File: config.mk
export PLATFORM = sky130hd
export DESIGN_NAME = instr_fetch_unit
export DESIGN_NICKNAME = d
export VERILOG_FILES = /design/src/rtl/isa_pkg.sv /design/src/rtl/instr_ram.sv /design/src/rtl/instr_fetch_unit.sv
export SDC_FILE = /design/constraint.sdc
export NUM_CORES = 1
export LEC_CHECK = 0
export CAP_MARGIN = 25
export CORE_ASPECT_RATIO = 1.25
export CORE_MARGIN = 2
export CORE_UTILIZATION = 40
export CTS_BUF_LIST = sky130_fd_sc_hd__clkbuf_8
export DETAILED_ROUTE_END_ITERATION = 16
export GPL_TIMING_DRIVEN = 0
export HOLD_SLACK_MARGIN = 0.08
export SYNTH_ARGS = -nofsm -noshare
export SYNTH_HDL_FRONTEND = slang
export SYNTH_SLANG_ARGS = --single-unit
File: constraint.sdc
create_clock -name clock -period 3.87 [get_ports clock]
set_input_delay 1.161 -clock clock [delete_from_list [all_inputs] [get_ports clock]]
set_output_delay 1.161 -clock clock [all_outputs]
set_load 0.05 [all_outputs]
File: src/rtl/isa_pkg.sv
// Shared ISA constants and fetch-unit state encoding for the instruction fetch path.
package isa_pkg;

    localparam int unsigned ADDR_W    = 5;
    localparam int unsigned INSTR_W   = 16;
    localparam int unsigned MEM_DEPTH = 20;

    localparam logic [3:0]  OP_JMP = 4'hF;
    localparam logic [15:0] NOP    = 16'h0000;

    typedef enum logic [1:0] {
        StRun,
        StLoad,
        StFlush
    } state_e;

endpackage

File: src/rtl/instr_ram.sv
// Program store: one synchronous write port and one registered read port.
// Out-of-range reads return a NOP; out-of-range writes are dropped.
module instr_ram #(
    parameter int unsigned ADDR_W  = 5,
    parameter int unsigned INSTR_W = 16,
    parameter int unsigned DEPTH   = 20
) (
    input  logic               clk_i,
    input  logic               clear_i,
    input  logic               we_i,
    input  logic [ADDR_W-1:0]  waddr_i,
    input  logic [INSTR_W-1:0] wdata_i,
    input  logic [ADDR_W-1:0]  raddr_i,
    output logic [INSTR_W-1:0] rdata_o
);

    logic [INSTR_W-1:0] mem_q [DEPTH];
    logic [INSTR_W-1:0] rdata_q;
    logic               wr_in_range;
    logic               rd_in_range;

    assign wr_in_range = {1'b0, waddr_i} < (ADDR_W + 1)'(DEPTH);
    assign rd_in_range = {1'b0, raddr_i} < (ADDR_W + 1)'(DEPTH);

    // Contents deliberately survive clear so a program outlives a reset.
    always_ff @(posedge clk_i) begin
        if (we_i && wr_in_range) begin
            mem_q[waddr_i] <= wdata_i;
        end
    end

    always_ff @(posedge clk_i) begin
        if (clear_i) begin
            rdata_q <= '0;
        end else if (rd_in_range) begin
            rdata_q <= mem_q[raddr_i];
        end else begin
            rdata_q <= '0;
        end
    end

    assign rdata_o = rdata_q;

endmodule

File: src/rtl/instr_fetch_unit.sv
// Instruction fetch unit: program load, registered fetch, JMP decode and post-jump flush.
module instr_fetch_unit #(
    parameter int unsigned ADDR_W       = isa_pkg::ADDR_W,
    parameter int unsigned INSTR_W      = isa_pkg::INSTR_W,
    parameter int unsigned MEM_DEPTH    = isa_pkg::MEM_DEPTH,
    parameter int unsigned FLUSH_CYCLES = 2
) (
    input  logic               clock,
    input  logic               clear,
    input  logic [ADDR_W-1:0]  endereco_instrucao,
    input  logic               load_en,
    input  logic [ADDR_W-1:0]  load_addr,
    input  logic [INSTR_W-1:0] load_data,
    output logic [INSTR_W-1:0] instrucao,
    output logic               instrucao_valida,
    output logic               write,
    output logic [ADDR_W-1:0]  salto,
    output logic               ocupado
);

    import isa_pkg::*;

    localparam int unsigned CntW = $clog2(FLUSH_CYCLES + 1);

    state_e          state_q, state_d;
    logic [CntW-1:0] flush_cnt_q, flush_cnt_d;
    logic            valid_q, valid_d;
    logic            jmp_seen;
    logic [3:0]      opcode;
    logic [ADDR_W-1:0] target;
    logic            target_in_range;

    instr_ram #(
        .ADDR_W  (ADDR_W),
        .INSTR_W (INSTR_W),
        .DEPTH   (MEM_DEPTH)
    ) u_instr_ram (
        .clk_i   (clock),
        .clear_i (clear),
        .we_i    (load_en && !clear),
        .waddr_i (load_addr),
        .wdata_i (load_data),
        .raddr_i (endereco_instrucao),
        .rdata_o (instrucao)
    );

    assign opcode          = instrucao[INSTR_W-1 -: 4];
    assign target          = instrucao[ADDR_W-1:0];
    assign target_in_range = {1'b0, target} < (ADDR_W + 1)'(MEM_DEPTH);
    // valid_q is only ever set while in StRun, so this also gates FLUSH/LOAD jumps.
    assign jmp_seen        = valid_q && (opcode == OP_JMP);

    always_ff @(posedge clock) begin
        if (clear) begin
            state_q     <= StRun;
            flush_cnt_q <= '0;
            valid_q     <= 1'b0;
        end else begin
            state_q     <= state_d;
            flush_cnt_q <= flush_cnt_d;
            valid_q     <= valid_d;
        end
    end

    always_comb begin
        state_d     = state_q;
        flush_cnt_d = flush_cnt_q;
        unique case (state_q)
            StRun: begin
                if (load_en) begin
                    state_d = StLoad;
                end else if (jmp_seen) begin
                    state_d     = StFlush;
                    flush_cnt_d = CntW'(FLUSH_CYCLES - 1);
                end
            end
            StLoad: begin
                if (!load_en) begin
                    state_d = StRun;
                end
            end
            StFlush: begin
                if (load_en) begin
                    state_d     = StLoad;
                    flush_cnt_d = '0;
                end else if (flush_cnt_q == '0) begin
                    state_d = StRun;
                end else begin
                    flush_cnt_d = flush_cnt_q - 1'b1;
                end
            end
            default: state_d = StRun;
        endcase
        valid_d = (state_d == StRun);
    end

    always_comb begin
        instrucao_valida = valid_q;
        ocupado          = (state_q == StLoad);
        write            = jmp_seen;
        salto            = '0;
        if (jmp_seen && target_in_range) begin
            salto = target;
        end
    end

endmodule

### After elaboration in Yosys (flattened, before gate mapping)

Memories as Yosys holds them, arrays and structs flattened. A register that Yosys moved wholly into a read port is not among the register bits.
Cells that the tools add are included.
Widths: inputs -> output; s select.

* $lt $le $gt $ge: 3
* multiplexer cells: 14
* bitwise gates (word level): 1
* $add $sub $neg: 1
* reduce and logical (&&, ||, !) cells: 11
* equality and inequality tests: 6

Operators with widths (count)
* $mux 2: 9
* $lt 5x5->1 const B: 3
* $logic_not 2->1: 3
* $pmux 2 s3: 1
* $mux 5: 1
* $eq 4x4->1 const B: 1
* $logic_and 1x1->1: 4
* $ne 2x2->1 const B: 2
* $pmux 2 s2: 1
* $reduce_and 4->1: 1
* $ne 3x3->1 const B: 1
* $eq 2x1->1 const B: 1
* $eq 2x2->1 const B: 1
* $mux 1: 2
* $reduce_bool 2->1: 1
* $reduce_or 2->1: 1
* $sub 2x1->2 const B: 1
* $logic_not 1->1: 1
* $not 1->1: 1

* logic and storage cells: 40
* bits in writable memories: 320
* input bits: 29
* memories kept: 1
* register bits after elaboration: 5
* output and inout port bits: 24

Memory list
* u_instr_ram.mem_q: depth 20, width 16, rd ports 1, clocked after memory_dff 1, write ports 1, line instr_ram.sv:17 `logic [INSTR_W-1:0] mem_q [DEPTH];`

### Longest topological paths before layout

* depth in word-level cells: 6
* depth in mapped cells: 8
* depth with buffers taken out: 6

### Modules after synthesis

From an unflattened synthesis, not the netlist that was laid out.

* cells, all modules: 628
* area, all modules: 13116.3 sq um

By module, submodules not included
* instr_ram: area an instance 12743.5 sq um, cells an instance 585, times used 1, sequential area each 9929.5 sq um
* instr_fetch_unit: area an instance 372.9 sq um, cells an instance 43, times used 1, sequential area each 100.1 sq um

### Worst setup path after synthesis

Ideal clock, no wire load.

* path type: input-to-reg
* start: input port load_addr[4]
* end: memory u_instr_ram.mem_q[10][0] (enable)
* stages: 2
* data arrival time: 3.389 ns
* required time: 3.434 ns
* buffers on the path: 0
* library setup time: 0.436 ns
* setup slack: 0.045 ns
* cells stage by stage: or3b_1 nor4b_1

* cells in the longest elaborated chain, start to end: 4

Ends and longest elaborated chain
* from (decl): line instr_fetch_unit.sv:12 `input logic [ADDR_W-1:0] load_addr,`
* $lt 5x5->1: line instr_ram.sv:22 `assign wr_in_range = {1'b0, waddr_i} < (ADDR_W + 1)'(DEPTH);`
* $logic_and 1x1->1: line instr_ram.sv:27 `if (we_i && wr_in_range) begin`
* $mux 1: line instr_ram.sv:27
* $mux 1 (not written as such): line instr_ram.sv:28 `mem_q[waddr_i] <= wdata_i;`
* to (decl): line instr_ram.sv:17

Parallel ways exist; a longest one is shown, timed or not.

### Final worst setup path

* start: register u_instr_ram.rdata_q[15] (netlist: u_instr_ram.rdata_o[15]), read port of u_instr_ram.mem_q
* end: output port salto[0]

* cells in the longest elaborated chain, start to end: 4

Ends and longest elaborated chain
* from (decl): line instr_ram.sv:18 `logic [INSTR_W-1:0] rdata_q;`
* $eq 4x4->1: line instr_fetch_unit.sv:51 `assign jmp_seen = valid_q && (opcode == OP_JMP);`
* $logic_and 1x1->1: line instr_fetch_unit.sv:51
* $logic_and 1x1->1: line instr_fetch_unit.sv:102 `if (jmp_seen && target_in_range) begin`
* $mux 5: line instr_fetch_unit.sv:102
* to (decl): line instr_fetch_unit.sv:17 `output logic [ADDR_W-1:0] salto,`

No other way between the ends.

==> results.sh <==
export IMPL_crit_family="buffers and inverters"
export IMPL_worstPathMaxFanout=5
export IMPL_slowest_stage="clkdlybuf4s50_1"
export IMPL_numCtsBuffers=50
export IMPL_dp_hpwl_um=19330
export IMPL_floorplan_rows=74
export IMPL_cp_start_kind="flip-flop"
export IMPL_fin_util_pct=47.42
export IMPL_placed_cells=1117
export IMPL_dr_pass1_iters=4
export IMPL_drt_iter0_drc=461
export IMPL_cts_tree="done"
export IMPL_die_x_um=165.8
export IMPL_grt_max_degree=21
export IMPL_avgSynthCellArea_um2=20.81
export IMPL_drive_gt1_share_pct=25.60
export IMPL_ir_drop_v=0.0001992
export IMPL_synth_seq_cells=341
export IMPL_grt_pass1_wl_um=42880
export IMPL_cts_setup_buffers=0
export IMPL_wl_per_cell_um=23.44
export IMPL_holdBufCountCts=0
export IMPL_cp_data_arrival_time_ps=2580
export IMPL_fin_crit_ps=3737
export IMPL_cts_buffer_depth=3
export IMPL_vias=6562
export IMPL_power_leakage_nw=4.999
export IMPL_min_period_over_period_pct=96.56
export IMPL_timing_fmax_mhz=267.6
export IMPL_grt_remaining_overflow=0
export IMPL_yosysUniqueCellTypes=46
export IMPL_crit_chain="and4_1, and3_1, and2_1, clkdlybuf4s50_1"
export IMPL_finalMaxSlewViolations=0
export IMPL_grt_pass1_vias=6958
export IMPL_fin_worst_skew_ps=14.31
export IMPL_drt_total_wl_um=28380
export IMPL_htree_num_levels=2
export IMPL_hp_class="flip-flop to flip-flop"
export IMPL_cp_required_ps=2710
export IMPL_grt_antenna_before_repair=0
export IMPL_crit_type="flip-flop to output port"
export IMPL_crit_buf_inv=1
export IMPL_holdWs_ps=569.6
export IMPL_p_per_area_nw_per_um2=459.9
export IMPL_dieHeight_um=206.3
export IMPL_crit_path_max_incr_delay_ps=810
export IMPL_yosys_warnings=0
export IMPL_drtAntennaViolNets=0
export IMPL_die_area_um2=34200
export IMPL_vias_per_cell=5.419
export IMPL_antenna_cells=0
export IMPL_syn_nets=659
export IMPL_netlist_area_um2=13090
export IMPL_finalPower_mw=7.087
export IMPL_core_area_um2=32500
export IMPL_setup_violations=0
export IMPL_syn_to_final_growth_pct=17.74
export IMPL_start_util_pct=40.28
export IMPL_pin_count=53
export IMPL_rsz0062_at_grt="false"
export IMPL_drc_errors=0
export IMPL_drv_cap=0
export IMPL_finalHoldViolCount=0
export IMPL_clock_sinks=341
export IMPL_cts_resized_gates=0
export IMPL_syn_inst=629
export IMPL_final_cells=1211
export IMPL_root_buffer="clkbuf_8"
export IMPL_clk_latency_ps=580
export IMPL_num_nets_final=781
export IMPL_globalplace_congestion=0.7767
export IMPL_synth_edf_count=320
export IMPL_ys_seq_area_share_pct=76.62
export IMPL_cp_end_kind="output port"
export IMPL_grt_usage_pct=16.88
export IMPL_slew_headroom_pct=44.56
export IMPL_tightest_slew_ps=831.6
export IMPL_clkSlewWorstSetupHoldPaths_ps=60
export IMPL_synth_flop_cell="edfxtp_1"
export IMPL_status="finished clean"
export IMPL_ys_async_sr_fraction_pct=0
export IMPL_io_buffers=48
-- worst paths after layout --
kind              depth (start not counted)  slack (ps)                               start                                 to
setup reg to reg                          3        2370  u_instr_ram.mem_q[15][8]$_DFFE_PP_  u_instr_ram.rdata_o[8]$_SDFF_PP0_
setup / recovery                          4         130  u_instr_ram.rdata_o[15]$_SDFF_PP0_                           salto[0]
hold / removal                            1         570               state_q[0]$_SDFF_PP0_              state_q[0]$_SDFF_PP0_
hold reg to reg                           1         570               state_q[0]$_SDFF_PP0_              state_q[0]$_SDFF_PP0_
-- registers in the layout (all words and copies together) (netlist names) --
| register | cells |
|---|---|
| flush_cnt_q | 2 |
| instrucao_valida | 1 |
| state_q | 2 |
| u_instr_ram.mem_q | 320 |
| u_instr_ram.rdata_o | 16 |
-- layout by cell type (no fill, tap or decap), types with 10 or more instances in the layout --
cell / Yosys / routed
mux2i_1: 33 / 33
clkdlybuf4s50_1: 0 / 48
o221ai_1: 14 / 14
clkbuf_8: 0 / 50
clkinv_1: 0 / 17
mux4_2: 64 / 64
nor2_2: 1 / 19
edfxtp_1: 320 / 320
a22oi_1: 15 / 15
a221oi_2: 10 / 10
dfxtp_1: 21 / 21
inv_1: 18 / 33
buf_8: 2 / 14
a21oi_1: 20 / 20
-- final cells by class --
type / count / area (um2)
inverters: 19 / 71.32
plain buffers: 32 / 240.2
fillers: 2641 / 17090
clock buffers: 50 / 688.2
multi-input cells: 237 / 2806
clock inverters: 44 / 214.0
well taps: 418 / 523.0
flip-flops and latches: 341 / 10030
repair buffers: 70 / 839.6
-- logic make-up (layout without fill, tap and decap cells) --
logic type	count (synthesis)	after routing	share of synthesized area, %
buf+inv	51	215	2.380
fa+ha+maj	1	1	0.09557
simple gates	61	61	2.610
compound gates	78	78	4.760
flops	341	341	76.62
mux	97	97	13.53
-- worst reg2reg max path, stage by stage (launching register included) --
cell and delay [ps]:
edfxtp_1 360, mux4_2 480, a22oi_1 370, a221oi_2 130
-- synth_stat cells (4+ instances only) --
library cell  number  area [um2]
a21oi_1           20       100.1
buf_6              5       56.30
o21ai_0            6       30.03
mux4_2            64        1441
a221oi_1           5       43.79
edfxtp_1         320        9609
nand3b_1           5       37.54
nand3_1            4       20.02
mux2i_1           33       330.3
a22oi_1           15       112.6
a221oi_2          10       150.1
dfxtp_1           21       420.4
nor2_1            23       86.33
clkbuf_1           9       33.78
o221ai_1          14       122.6
buf_2              7       35.03
nor2b_1            4       25.02
inv_1             18       67.56
buf_4              4       30.03
and2_1             6       37.54
-- report_power, final --
group	internal, mW	leakage, nW	switching, mW	total [mW]
clock	1.28	0.516	1.31	2.59
sequential	4.06	3.05	0.0115	4.07
combinational	0.164	1.43	0.259	0.423
-- layer usage --
layer	share of wire (%)	global-route usage (%)	wire [um]
met3	4.2	2.911	1199
met1	39	20.09	11190
met4	2.3	5.807	651
met5	0	0	0
met2	54	31.06	15340
-- metrics by stage --
stage / worst slack, ps / area, um2 / TNS, ps
final: 133.2 / 15410 / 0
after global routing: 73.08 / 15410 / 0
after CTS: 112.5 / 15410 / 0
after detailed placement: 60.68 / 14510 / 0
after global placement: -2003 / 14090 / -128630
after floorplan: 44.80 / 13090 / 0
(Power assumes the default switching activity.)
